==> config.mk <==
export PLATFORM = sky130hd
export DESIGN_NAME = reg_write_arbiter_flat
export DESIGN_NICKNAME = d
export VERILOG_FILES = /design/src/rtl/reg_write_arbiter_pkg.sv /design/src/rtl/reg_write_arbiter_if.sv /design/src/rtl/reg_write_arbiter_rr_search.sv /design/src/rtl/reg_write_arbiter.sv /design/src/flat_wrapper.sv
export SDC_FILE = /design/constraint.sdc
export NUM_CORES = 1
export LEC_CHECK = 0
export BUFFER_PORTS_ARGS = -buffer_cell sky130_fd_sc_hd__buf_4
export CAP_MARGIN = 20
export CORE_MARGIN = 1
export CORE_UTILIZATION = 35
export DETAILED_ROUTE_END_ITERATION = 6
export PLACE_DENSITY_LB_ADDON = 0.3
export SLEW_MARGIN = 30
export SYNTH_ARGS = -nofsm -noshare
export SYNTH_HDL_FRONTEND = slang
export SYNTH_SLANG_ARGS = --single-unit
==> constraint.sdc <==
create_clock -name clk -period 3.5 [get_ports clk]
set_clock_uncertainty 0.05 [all_clocks]
set_input_delay 0.175 -clock clk [delete_from_list [all_inputs] [get_ports clk]]
set_output_delay 0.175 -clock clk [all_outputs]
set_load 0.01 [all_outputs]
==> src/rtl/reg_write_arbiter_pkg.sv <==
// Shared types and helpers for the round-robin register write arbiter.
package reg_write_arbiter_pkg;

  // Arbiter FSM states: nobody owns the register, or one requester owns it.
  typedef enum logic [0:0] {
    IDLE  = 1'b0,
    OWNED = 1'b1
  } state_e;

  // Widest request vector the generic search helper accepts.
  localparam int unsigned SEARCH_MAX = 32;

  // Result of a rotating priority search.
  typedef struct packed {
    logic        found;
    logic [31:0] index;
  } win_t;

  // First set bit of req at or after start, wrapping modulo n.
  function automatic win_t next_winner(
    input logic [SEARCH_MAX-1:0] req,
    input int unsigned           start,
    input int unsigned           n
  );
    win_t        res;
    int unsigned idx;
    res.found = 1'b0;
    res.index = 32'd0;
    for (int unsigned k = 0; k < SEARCH_MAX; k++) begin
      if (k < n) begin
        idx = start + k;
        if (idx >= n) begin
          idx = idx - n;
        end else begin
          idx = idx;
        end
        if (!res.found && req[idx[4:0]]) begin
          res.found = 1'b1;
          res.index = idx;
        end else begin
          res = res;
        end
      end else begin
        res = res;
      end
    end
    return res;
  endfunction

endpackage

==> src/rtl/reg_write_arbiter_if.sv <==
// Bus between the producers and the shared register arbiter.
interface reg_write_arbiter_if #(
  parameter int unsigned NUM_REQ = 4,
  parameter int unsigned WIDTH   = 8
);
  localparam int unsigned IDX_W = $clog2(NUM_REQ);

  logic [NUM_REQ-1:0]            req;
  logic [NUM_REQ-1:0][WIDTH-1:0] wdata;
  logic [NUM_REQ-1:0]            ack;
  logic [WIDTH-1:0]              out;
  logic [IDX_W-1:0]              owner;
  logic                          owner_valid;

  modport master (
    output req, wdata,
    input  ack, out, owner, owner_valid
  );

  modport slave (
    input  req, wdata,
    output ack, out, owner, owner_valid
  );
endinterface

==> src/rtl/reg_write_arbiter_rr_search.sv <==
// Combinational rotating-priority search: first requester at or after start.
module rr_search
  import reg_write_arbiter_pkg::*;
#(
  parameter int unsigned NUM_REQ = 4,
  parameter int unsigned IDX_W   = $clog2(NUM_REQ)
) (
  input  logic [NUM_REQ-1:0] req,
  input  logic [IDX_W-1:0]   start,
  output logic               found,
  output logic [IDX_W-1:0]   index
);

  logic [SEARCH_MAX-1:0] req_ext_s;
  win_t                  win_s;
  logic                  unused_idx_s;

  // Zero-extend the request vector to the helper's fixed width.
  always_comb begin
    req_ext_s              = '0;
    req_ext_s[NUM_REQ-1:0] = req;
  end

  assign win_s        = next_winner(req_ext_s, 32'(start), NUM_REQ);
  assign found        = win_s.found;
  assign index        = win_s.index[IDX_W-1:0];
  assign unused_idx_s = ^win_s.index[31:IDX_W];

endmodule

==> src/rtl/reg_write_arbiter.sv <==
// Round-robin arbiter sharing one WIDTH-bit register between NUM_REQ writers,
// with each ownership limited to MAX_HOLD consecutive writes.
module reg_write_arbiter
  import reg_write_arbiter_pkg::*;
#(
  parameter int unsigned NUM_REQ  = 4,
  parameter int unsigned WIDTH    = 8,
  parameter int unsigned MAX_HOLD = 4
) (
  input  logic               clk,
  input  logic               rst,
  reg_write_arbiter_if.slave bus
);

  localparam int unsigned       IDX_W     = $clog2(NUM_REQ);
  localparam int unsigned       HOLD_W    = (MAX_HOLD > 1) ? $clog2(MAX_HOLD) : 1;
  localparam logic [IDX_W-1:0]  LAST_IDX  = IDX_W'(NUM_REQ - 1);
  localparam logic [HOLD_W-1:0] LAST_HOLD = HOLD_W'(MAX_HOLD - 1);

  state_e             state_q, state_d;
  logic [IDX_W-1:0]   owner_q, owner_d;
  logic [IDX_W-1:0]   ptr_q, ptr_d;
  logic [HOLD_W-1:0]  hold_q, hold_d;
  logic [WIDTH-1:0]   out_q, out_d;

  logic               idle_found_s, rel_found_s;
  logic [IDX_W-1:0]   idle_idx_s, rel_idx_s, owner_inc_s;
  logic               own_req_s, release_s;
  logic [NUM_REQ-1:0] ack_s;

  // Successor of the owner, wrapping at NUM_REQ (which need not be a power of 2).
  assign owner_inc_s = (owner_q == LAST_IDX) ? '0 : owner_q + IDX_W'(1);

  rr_search #(.NUM_REQ(NUM_REQ)) u_idle_search (
    .req   (bus.req),
    .start (ptr_q),
    .found (idle_found_s),
    .index (idle_idx_s)
  );

  rr_search #(.NUM_REQ(NUM_REQ)) u_rel_search (
    .req   (bus.req),
    .start (owner_inc_s),
    .found (rel_found_s),
    .index (rel_idx_s)
  );

  // Next-state, ack generation and register write selection.
  always_comb begin
    state_d   = state_q;
    owner_d   = owner_q;
    ptr_d     = ptr_q;
    hold_d    = hold_q;
    out_d     = out_q;
    ack_s     = '0;
    own_req_s = 1'b0;
    release_s = 1'b0;
    case (state_q)
      IDLE: begin
        if (idle_found_s) begin
          state_d = OWNED;
          owner_d = idle_idx_s;
          hold_d  = '0;
        end else begin
          state_d = IDLE;
        end
      end
      OWNED: begin
        own_req_s      = bus.req[owner_q];
        ack_s[owner_q] = own_req_s;
        if (own_req_s) begin
          out_d  = bus.wdata[owner_q];
          hold_d = hold_q + HOLD_W'(1);
        end else begin
          out_d  = out_q;
        end
        // A dropped request or a full burst both hand ownership onward;
        // the owner itself is searched last so a lone requester re-wins.
        release_s = !own_req_s || (hold_q == LAST_HOLD);
        if (release_s) begin
          ptr_d  = owner_inc_s;
          hold_d = '0;
          if (rel_found_s) begin
            owner_d = rel_idx_s;
            state_d = OWNED;
          end else begin
            state_d = IDLE;
          end
        end else begin
          ptr_d = ptr_q;
        end
      end
      default: begin
        state_d = IDLE;
      end
    endcase
  end

  // State, pointer, burst counter and shared register flops.
  always_ff @(posedge clk or negedge rst) begin
    if (!rst) begin
      state_q <= IDLE;
      owner_q <= '0;
      ptr_q   <= '0;
      hold_q  <= '0;
      out_q   <= '0;
    end else begin
      state_q <= state_d;
      owner_q <= owner_d;
      ptr_q   <= ptr_d;
      hold_q  <= hold_d;
      out_q   <= out_d;
    end
  end

  assign bus.ack         = ack_s;
  assign bus.out         = out_q;
  assign bus.owner       = owner_q;
  assign bus.owner_valid = (state_q == OWNED);

endmodule

==> src/flat_wrapper.sv <==
// flat-port wrapper written by rule: the top's interface ports become plain ports
module reg_write_arbiter_flat import reg_write_arbiter_pkg::*;
#(
  parameter int unsigned NUM_REQ  = 4,
  parameter int unsigned WIDTH    = 8,
  parameter int unsigned MAX_HOLD = 4
)
  (clk, rst, bus_req, bus_wdata, bus_ack, bus_out, bus_owner, bus_owner_valid);
  reg_write_arbiter_if #(.NUM_REQ(NUM_REQ), .WIDTH(WIDTH)) bus_i ();
  input  logic clk;
  input  logic rst;
  input wire logic [$bits(bus_i.req)-1:0] bus_req;
  input wire logic [$bits(bus_i.wdata)-1:0] bus_wdata;
  output wire logic [$bits(bus_i.ack)-1:0] bus_ack;
  output wire logic [$bits(bus_i.out)-1:0] bus_out;
  output wire logic [$bits(bus_i.owner)-1:0] bus_owner;
  output wire logic [$bits(bus_i.owner_valid)-1:0] bus_owner_valid;
  assign bus_i.req = bus_req;
  assign bus_i.wdata = bus_wdata;
  assign bus_ack = bus_i.ack;
  assign bus_out = bus_i.out;
  assign bus_owner = bus_i.owner;
  assign bus_owner_valid = bus_i.owner_valid;
  reg_write_arbiter #(.NUM_REQ(NUM_REQ), .WIDTH(WIDTH), .MAX_HOLD(MAX_HOLD)) u_core (.clk(clk), .rst(rst), .bus(bus_i));
endmodule
==> summary.md, run 1 <==
| Metric | Value |
|---|---|
| Outcome | `finished, final reports clean` |
| Synth Register Bits | `15` |
| DR iter-0 viols | `49` |
| Syn Inst Count | `between 100 and 150` |
| Arrival time worst endpoint | `2790 ps` |
| Synth Area per Inst | `10.5 µm²` |
| Register area share after synthesis | `0.247` |
| RD Place Congestion | `0.855` |
| Power Dens Cells | `about 830 mW/mm²` |
| Layout area overhead | `31.0%` |
| Core area | `0.00409 mm²` |
| Layout cells sized above 1 | `0.446` |
| Crit path launch | `u_core.ptr_q[0]$_DFFE_PN0P_` |
| Max Cap Viol | `0` |
| Mapped Area | `around 0.0015 mm²` |
| Worst setup margin | `796 ps` |
| Vias per Instance | `~5.6` |
| Post-CTS Hold Fix Bufs | `1` |
| Worst slew margin | `0.666` |
| Worst-path fanout max | `12` |
| Final Hold Violating Endpoints | `0` |
| Row count | `23` |
| Post-Route WL | `3670 µm` |
| CP cell instances | `inv_1, ha_1, mux4_2, a21oi_1, nor4b_2, nor2_1, a21oi_2, mux2_2` |
| Ys async rst share | `1.00` |
| Ranking of synthesized cells by area | `dfrtp_1 25%, mux4_2 18%, mux2_2 9.6%` |
| Initial Util | `0.371` |
| ANT nets after route | `0` |
| Worst Setup EP | `u_core.bus.owner[0]$_DFFE_PN0P_` |
| Gr usage total | `0.162` |
| Antenna violations before repair | `0` |
| CP Launch Type | `register` |
| Max Slew Vio Count | `0` |
| Fmax | `around 0.37 GHz` |
| Count of cell types in the netlist | `approximately 40` |
| Leakage | `0.874 nW` |
| Num ports | `53` |
| Clk slew on worst S/H paths | `~60 ps` |
| Total power draw | `~1.7 mW` |
| WP depth | `8` |
| CTS H-tree depth | `1` |
| YS warnings | `0` |
| CTS tree | `done` |
| Dpl hpwl | `approximately 2900 µm` |
| Synthesized net count | `between 150 and 200` |
| Kind of critical path | `reg2reg` |
| CTS sink count | `15` |
| WL/cell | `15.1 µm` |
| Total congestion overflow | `0` |
| EDFF count, synth | `0` |
| Post-synth top flop | `dfrtp_1` |
| Family with the most delay on the worst path | `multiplexers` |
| Largest net degree at the start of global routing | `20` |
| Hold Slack | `around 270 ps` |
| Root buf cell | `clkbuf_8` |
| RR Endpoint | `u_core.bus.owner[0]$_DFFE_PN0P_` |
| Fin nets | `between 200 and 250` |
| DR DRC count | `0` |
| Maximum clock path buffer count | `2` |
| Worst Tran Pin Value | `about 500 ps` |
| Final Util | `0.487` |
| Die area | `0.00460 mm²` |
| Fill cell count | `between 300 and 400` |
| Port-buffer cells | `between 50 and 60` |
| Postcts setup bufs | `0` |
| Slowest cell on crit path | `dfrtp_1` |
| Pre-CTS setup slack | `about 800 ps` |
| Setup TNS | `0 ps` |
| Reg2reg setup slack | `around 800 ps` |
| Final setup fails | `0` |
| Cts repair resizes | `0` |
| Vias in the first global route | `roughly 1,300` |
| Unrepaired setup endpoints after global routing | `no` |
| Yosys top cell by area | `dfrtp_1` |
| CP required | `3580 ps` |
| Crit-path max cell delay | `~640 ps` |
| Final Cycle Share | `0.773` |
| First-pass GRT wire length | `roughly 5800 µm` |
| CP Buf/Inv Count | `1` |
| TritonCTS buffer count | `3` |
| Worst setup EP type | `register` |
| Die H | `approximately 68 µm` |
| Worst Hold Class | `in2async` |
| DR vias | `1,361` |
| Reg2reg path depth | `8` |
| Die X | `67.9 µm` |
| Crit path time final | `around 2700 ps` |
| Pre-antenna DRT Iters | `4` |
| R2r startpoint | `u_core.ptr_q[0]$_DFFE_PN0P_` |
| Peak supply drop | `between 0.0003 and 0.0004 V` |
| Share of the synthesized area in the top cell type | `0.247` |
| Diode count | `0` |
| Worst-Skew Late Latency | `240 ps` |
[registers in the layout, summed over array words and instances (netlist names)]
signal and flops:
u_core.bus.owner_valid 1, u_core.bus.owner 2, u_core.hold_q 2, u_core.ptr_q 2, u_core.bus.out 8
[metal layers]
metal | share of wire | GRT usage
met5 | 0 | 0
met4 | 0.017 | 0.0391
met3 | 0.043 | 0.0250
met2 | 0.52 | 0.285
met1 | 0.42 | 0.207
[cells by family after synthesis]
family                     Yosys count  synth area share
DFF                                 15             0.247
adders and majority gates           10            0.0824
buffers and inverters               17            0.0495
and+or+nand+nor                     44             0.174
muxes                               31             0.315
AOI/OAI and AO/OA                   28             0.132
[cells in the final DEF, fill, tap and decap left out, types with 2 or more instances in the layout]
cell type and count:
a31oi_1 2, clkbuf_8 3, mux4_2 12, o21ai_0 7
mux2i_1 5, ha_1 10, and2_1 2, nand2_1 8
and3_1 4, dfrtp_1 15, nand2b_1 2, nor2_1 8
a21oi_1 5, inv_1 7, nor3_1 2, nand4b_1 2
nor3b_1 5, buf_4 53, nand3b_1 2, mux2_2 13
and3b_1 2, nor2b_1 4
[stage by stage]
stage / std cells / cell area (µm²)
4_1_cts: 243 / 1990
3_5_place_dp: 238 / 1930
6_report: 243 / 1990
3_3_place_gp: 238 / 1930
5_1_grt: 243 / 1990
2_1_floorplan: 145 / 1520
[cell usage after synthesis (all sizes together), types with 2 or more instances]
cell and n:
and2 2, ha 10, a31oi 2, nand2 8, buf 4, inv 7
and3 4, o21ai 7, nor2 8, nand4b 2, mux2 14, nor2b 4
nor3 3, nor3b 5, dfrtp 15, and3b 2, mux4 12, a21oi 6
mux2i 5, nand3b 2, clkbuf 6, nand2b 2
[how the worst min path moves through the flow]
stage	startpoint	endpoint	slack, ps
final	rst	u_core.bus.owner[0]$_DFFE_PN0P_	270
after CTS	rst	u_core.ptr_q[1]$_DFFE_PN0P_	270
after detailed placement	rst	u_core.bus.out[2]$_DFFE_PN0P_	-9
after floorplan	rst	u_core.bus.out[0]$_DFFE_PN0P_	-170
after global routing	rst	u_core.bus.out[4]$_DFFE_PN0P_	290
after global placement	rst	u_core.bus.out[5]$_DFFE_PN0P_	-20
[power breakdown]
group | internal (mW) | switching (mW)
Sequential | 0.260 | 0.115
Combinational | 0.601 | 0.537
Clock | 0.0798 | 0.0607
[cell type report]
cell class / count / area (µm²) / share of cell area
repair buffers: 54 / 408 / 0.205
clock buffers: 3 / 41.3 / 0.0208
inverters: 7 / 26.3 / 0.0132
clock inverters: 1 / 7.51 / 0.00378
well taps: 50 / 62.6 / 0.0315
multi-input cells: 113 / 1070 / 0.537
flip-flops and latches: 15 / 375 / 0.189
No activity file was read; power rests on OpenSTA's default activity.
==> inputs of run 2 (changes only) <==
--- a/config.mk
+++ b/config.mk
@@ -5,6 +5,7 @@
 export SDC_FILE = /design/constraint.sdc
 export NUM_CORES = 1
 export LEC_CHECK = 0
+export ABC_AREA = 1
 export BUFFER_PORTS_ARGS = -buffer_cell sky130_fd_sc_hd__buf_4
 export CAP_MARGIN = 20
 export CORE_MARGIN = 1
==> constraint.sdc (replaced) <==
create_clock -name clk -period 2.6 [get_ports clk]
set_clock_uncertainty 0.05 [all_clocks]
set_input_delay 0.13 -clock clk [delete_from_list [all_inputs] [get_ports clk]]
set_output_delay 0.13 -clock clk [all_outputs]
set_load 0.01 [all_outputs]
==> run 2 against run 1 <==
Clock-buffer cell count is 1 higher. Worst hold slack got worse by 70 ps. Fmax rose by 23%. Largest cell class unchanged.
==> summary.md, run 2 <==
| Metric | Value |
|---|---|
| DR DRC count | `0` |
| Cts repair resizes | `0` |
| Largest net degree at the start of global routing | `24` |
| Clk slew on worst S/H paths | `around 60 ps` |
| Fill cell count | `approximately 440` |
| CTS tree | `done` |
| Leakage | `1.11 nW` |
| Worst Tran Pin Value | `420 ps` |
| Share of the synthesized area in the top cell type | `0.245` |
| Synth Area per Inst | `roughly 6.1 µm²` |
| Post-synth top flop | `dfrtp_1` |
| Fin nets | `~360` |
| Pre-antenna DRT Iters | `4` |
| EDFF count, synth | `0` |
| ANT nets after route | `0` |
| Hold Slack | `~200 ps` |
| Max Cap Viol | `0` |
| Vias in the first global route | `1,470` |
| Arrival time worst endpoint | `roughly 2300 ps` |
| WL/cell | `between 10 and 15 µm` |
| Layout area overhead | `32.1%` |
| CTS H-tree depth | `1` |
| Max Slew Vio Count | `0` |
| WHS Path Cells | `5` |
| Synth Register Bits | `15` |
| CP required | `around 2700 ps` |
| Crit path time final | `between 2000 and 2500 ps` |
| Mapped Area | `roughly 0.0015 mm²` |
| Outcome | `finished, final reports clean` |
| Postcts setup bufs | `0` |
| Final Util | `0.493` |
| Row count | `23` |
| Most instantiated library cell after synthesis | `nand2_1` |
| Worst-Skew Late Latency | `between 200 and 250 ps` |
| RD Place Congestion | `approximately 0.94` |
| Worst-path fanout max | `13` |
| Hold path start | `bus_wdata[2]` |
| Register Area | `~380 µm²` |
| Die X | `68.2 µm` |
| Total congestion overflow | `0` |
| Reg2reg setup slack | `between 400 and 500 ps` |
| Maximum clock path buffer count | `2` |
| DR iter-0 viols | `104` |
| Die area | `between 0.004 and 0.005 mm²` |
| Worst setup EP type | `register` |
| Reg2reg path depth | `12` |
| Root buf cell | `clkbuf_8` |
| Worst setup margin | `a little over 400 ps` |
| YS warnings | `0` |
| Final setup fails | `0` |
| Layout cells sized above 1 | `0.248` |
| Initial Util | `0.373` |
| Commonest non-fill, non-tap cell in the layout | `nand2_1` |
| Dpl hpwl | `3190 µm` |
| Yosys top cell by area | `dfrtp_1` |
| First-pass GRT wire length | `between 6000 and 7000 µm` |
| RR Endpoint | `u_core.bus.owner[1]$_DFFE_PN0P_` |
| Ranking of synthesized cells by area | `dfrtp_1 24%, nand2_1 21%, ha_1 8.2%` |
| Count of cell types in the netlist | `24` |
| Diode count | `0` |
| Hold Path End | `u_core.bus.out[2]$_DFFE_PN0P_` |
| DR vias | `1,754` |
| Unrepaired setup endpoints after global routing | `no` |
| Max reg flops | `8` |
| Worst Hold Class | `in2reg` |
| Most frequent cells in the layout | `84 x nand2_1, 56 x buf_4, 30 x nor2_1` |
| Peak supply drop | `roughly 0.0006 V` |
| Register area share after synthesis | `0.245` |
| Worst slew margin | `0.720` |
| Pre-CTS setup slack | `around 420 ps` |
| CTS sink count | `15` |
| Gr usage total | `0.191` |
| Antenna violations before repair | `0` |
| Die H | `~68 µm` |
| R2r startpoint | `u_core.ptr_q[0]$_DFFE_PN0P_` |
| Core area | `a little over 0.004 mm²` |
| Multi-input gate area | `about 0.0010 mm²` |
| Post-Route WL | `around 4000 µm` |
| Final Hold Violating Endpoints | `0` |
| Synthesized net count | `300` |
| Setup TNS | `0 ps` |
| Ys async rst share | `1.00` |
| CP Launch Type | `register` |
| Port-buffer cells | `52` |
| TritonCTS buffer count | `3` |
| Num ports | `53` |
| Final Cycle Share | `0.843` |
| Syn Inst Count | `between 200 and 300` |
| Fmax | `around 0.46 GHz` |
| Power Dens Cells | `~1300 mW/mm²` |
| Kind of critical path | `reg2reg` |
| Commonest cells in the netlist | `84 x nand2_1, 30 x nor2_1, 24 x o21ai_0, 23 x inv_1, 21 x nand3_1` |
| Vias per Instance | `a little under 5` |
run 2: cell count changes in the layout (fill, tap and decap cells not counted), moves of 8 or more:
cell and change:
nor2_1 +22, o22ai_1 +8, mux2_2 -13, inv_1 +16
mux4_2 -12, nand3_1 +21, nand2_1 +76, o21ai_0 +17
run 2: per-layer routing:
metal,vias to the layer above,part of all wire,global-route usage
li1,927,-,-
met1,776,0.50,0.262
met4,0,0.0049,0.0313
met2,49,0.45,0.316
met3,2,0.048,0.0333
met5,-,0,0
run 2: power by group:
part,leakage (nW),switching (mW),internal [mW],total (mW)
registers,0.181,0.123,0.357,0.480
logic,0.908,1.29,0.764,2.05
clock network,0.0228,0.0788,0.108,0.187
run 2: repair_timing:
item	in CTS	in global routing
hold buffers	1	0
endpoints found under the setup margin	0	0
endpoints found under the hold margin	15	0
run 2: worst max path at each step:
| stage | startpoint | endpoint | slack (ps) | cells past startpoint |
|---|---|---|---|---|
| 2_1_floorplan | u_core.bus.owner[0]$_DFFE_PN0P_ | u_core.bus.owner[1]$_DFFE_PN0P_ | 180 | 16 |
| 6_report | u_core.ptr_q[0]$_DFFE_PN0P_ | u_core.bus.owner[1]$_DFFE_PN0P_ | 410 | 12 |
| 5_1_grt | u_core.ptr_q[0]$_DFFE_PN0P_ | u_core.bus.owner[1]$_DFFE_PN0P_ | 200 | 12 |
| 3_3_place_gp | u_core.ptr_q[0]$_DFFE_PN0P_ | u_core.bus.owner[1]$_DFFE_PN0P_ | 460 | 12 |
| 4_1_cts | u_core.ptr_q[0]$_DFFE_PN0P_ | u_core.bus.owner[1]$_DFFE_PN0P_ | 400 | 12 |
| 3_5_place_dp | u_core.ptr_q[0]$_DFFE_PN0P_ | u_core.bus.owner[1]$_DFFE_PN0P_ | 420 | 12 |
run 2: critical path, stage by stage (launching register included):
cell and delay [ps]:
dfrtp_1 600, inv_2 80, ha_1 340, inv_1 120, nand3_1 80, nand3_1 160
nand2_1 70, nor2_1 180, nand2_1 140, nand2_2 100, nor2_4 40, nand3_1 80
nand2_1 50
run 2: cell type report:
cell class              count  share of cell area
multi-input cells         203               0.499
repair buffers             57               0.212
flip-flops and latches     15               0.185
inverters                  27              0.0500
well taps                  50              0.0309
clock buffers               4              0.0222
run 2: logic make-up (layout without fill, tap and decap cells):
kind of cell / count (synthesis) / in the layout / share of synthesized area
compound gates: 42 / 42 / 0.156
fa+ha+maj: 10 / 10 / 0.0816
buf+inv: 34 / 88 / 0.0954
flops: 15 / 15 / 0.245
simple gates: 151 / 151 / 0.423
run 2: per-stage QoR:
step                total power, mW  instance area, µm²  cells
floorplan                      1.99                1530    252
global placement               2.52                1970    351
detailed placement             2.52                1970    351
CTS                            2.73                2030    356
global route                   3.04                2030    356
finish                         2.72                2030    356
==> inputs of run 3 (changes only) <==
--- a/config.mk
+++ b/config.mk
@@ -5,7 +5,7 @@
 export SDC_FILE = /design/constraint.sdc
 export NUM_CORES = 1
 export LEC_CHECK = 0
-export ABC_AREA = 1
+export ABC_AREA = 0
 export BUFFER_PORTS_ARGS = -buffer_cell sky130_fd_sc_hd__buf_4
 export CAP_MARGIN = 20
 export CORE_MARGIN = 1
==> constraint.sdc (replaced) <==
create_clock -name clk -period 2.3 [get_ports clk]
set_clock_uncertainty 0.05 [all_clocks]
set_input_delay 0.115 -clock clk [delete_from_list [all_inputs] [get_ports clk]]
set_output_delay 0.115 -clock clk [all_outputs]
set_load 0.01 [all_outputs]
==> run 3 against run 2 <==
Sequential power rose by 3%. Via count is 18% lower. Global-route usage fell by 0.20 points. Fmax fell by 4.2%. Routed wire length increased by 4.9%. Largest cell class unchanged.
==> summary.md, run 3 (synthesis gave the netlist of run 1 again) <==
| Metric | Value |
|---|---|
| Vias per Instance | `about 5.6` |
| ANT nets after route | `0` |
| TritonCTS buffer count | `3` |
| Layout cells sized above 1 | `0.534` |
| Power Dens Cells | `between 1000 and 1500 mW/mm²` |
| Clk slew on worst S/H paths | `60 ps` |
| Unrepaired setup endpoints after global routing | `yes` |
| CP Buf/Inv Count | `1` |
| Vias in the first global route | `roughly 1,500` |
| Worst setup EP type | `register` |
| Met3 Use GR | `0.0217` |
| R2r startpoint | `u_core.ptr_q[0]$_DFFE_PN0P_` |
| Fill cell count | `roughly 370` |
| Hold Slack | `approximately 230 ps` |
| Crit path launch | `u_core.ptr_q[0]$_DFFE_PN0P_` |
| Commonest non-fill, non-tap cell in the layout | `buf_4` |
| Crit path time final | `about 2300 ps` |
| Die H | `a little under 70 µm` |
| Die X | `67.9 µm` |
| Worst Setup EP | `u_core.bus.owner[1]$_DFFE_PN0P_` |
| Worst slew margin | `0.723` |
| Dpl hpwl | `roughly 3200 µm` |
| Outcome | `finished, final reports clean` |
| Grt met1 use | `0.229` |
| Gr usage total | `0.189` |
| Reg2reg path depth | `7` |
| Pre-antenna DRT Iters | `4` |
| RR Endpoint | `u_core.bus.owner[1]$_DFFE_PN0P_` |
| Total congestion overflow | `0` |
| Die area | `around 0.0046 mm²` |
| Slowest cell on crit path | `dfrtp_2` |
| Maximum clock path buffer count | `2` |
| Worst setup margin | `~13 ps` |
| Final Hold Violating Endpoints | `0` |
| Post-Route WL | `between 4000 and 5000 µm` |
| Layout area overhead | `41.5%` |
| Port-buffer cells | `between 50 and 60` |
| CP cell instances | `buf_4, mux2_1, and3b_2, nor4b_4, nor2_1, a21oi_2, mux2_2` |
| First-pass GRT wire length | `around 6600 µm` |
| Fmax | `~0.44 GHz` |
| Diode count | `0` |
| Initial Util | `0.371` |
| Grt peak-use layer | `met2` |
| Crit-path max cell delay | `about 460 ps` |
| CP Launch Type | `register` |
| DR vias | `roughly 1,400` |
| CTS H-tree depth | `1` |
| CP required | `~2400 ps` |
| Final Cycle Share | `0.994` |
| DR iter-0 viols | `53` |
| Met2 Track Usage GR | `0.345` |
| Worst-path fanout max | `6` |
| Peak supply drop | `approximately 0.00068 V` |
| WL/cell | `16.7 µm` |
| CTS tree | `done` |
| Root buf cell | `clkbuf_8` |
| Family with the most delay on the worst path | `multiplexers` |
| Row count | `23` |
| Most frequent cells in the layout | `68 x buf_4, 13 x mux2_2, 13 x dfrtp_1` |
| Final setup fails | `0` |
| Fin nets | `257` |
| Num ports | `53` |
| Largest net degree at the start of global routing | `20` |
| Worst Hold Class | `in2async` |
| WP depth | `7` |
| Worst Tran Pin Value | `about 410 ps` |
| Max Slew Vio Count | `0` |
| RD Place Congestion | `approximately 0.9` |
| Max Cap Viol | `0` |
| Core area | `between 0.004 and 0.005 mm²` |
| Leakage | `roughly 0.95 nW` |
| CTS sink count | `15` |
| Arrival time worst endpoint | `roughly 2400 ps` |
| Antenna violations before repair | `0` |
| Kind of critical path | `reg2reg` |
| Max reg flops | `8` |
| DR DRC count | `0` |
| Final Util | `0.526` |
| Worst-Skew Late Latency | `around 240 ps` |
| Reg2reg setup slack | `around 13 ps` |
| Pre-CTS setup slack | `-98.5 ps` |
## run 3: changes by cell type in the layout (fill, tap and decap cells not counted), sizes merged, moves of 14 or more
cell / previous run / this run
mux2: 0 / 14
nand2: 91 / 8
nor2: 34 / 8
inv: 26 / 7
nand3: 21 / 0
o21ai: 29 / 7
## run 3: area by class of cell
cell class | instances | area, µm² | area share
repair buffers | 69 | 520 | 0.242
well taps | 50 | 62.6 | 0.0291
clock buffers | 4 | 45.0 | 0.0210
flip-flops and latches | 15 | 378 | 0.176
multi-input cells | 113 | 1120 | 0.520
inverters | 7 | 26.3 | 0.0122
## run 3: worst min-delay path by stage
stage,end,depth (start not counted),slack [ps],from
CTS,u_core.bus.out[0]$_DFFE_PN0P_,2,220,rst
detailed placement,u_core.bus.out[0]$_DFFE_PN0P_,1,-60,rst
global route,u_core.bus.out[0]$_DFFE_PN0P_,2,250,rst
global placement,u_core.bus.out[0]$_DFFE_PN0P_,1,-70,rst
finish,u_core.bus.out[0]$_DFFE_PN0P_,2,230,rst
floorplan,u_core.bus.out[0]$_DFFE_PN0P_,0,-230,rst
## run 3: power breakdown
| part | internal, mW | switching (mW) |
|---|---|---|
| Combinational | 1.16 | 1.04 |
| Sequential | 0.402 | 0.0930 |
| Clock | 0.122 | 0.0919 |
| Total | 1.69 | 1.22 |
## run 3: repair_timing
item,CTS,global route
hold buffers,1,0
setup buffers,2,0
endpoints found under the setup margin,2,2
hold endpoints to repair,15,0
resized for setup,9,5
## run 3: layer usage
metal  share of wire  routed length, µm
met5               0                  0
met4           0.019                 81
met2            0.53               2270
met3           0.042                181
met1            0.41               1770
## run 3: through the flow
step	cell area [µm²]	TNS (ps)	total power [mW]	instances
6_report	2150	0	2.91	258
3_5_place_dp	2030	-191	2.54	251
3_3_place_gp	2030	0	2.44	251
2_1_floorplan	1530	0	1.85	145
4_1_cts	2130	0	2.86	258
5_1_grt	2150	-120	3.13	258
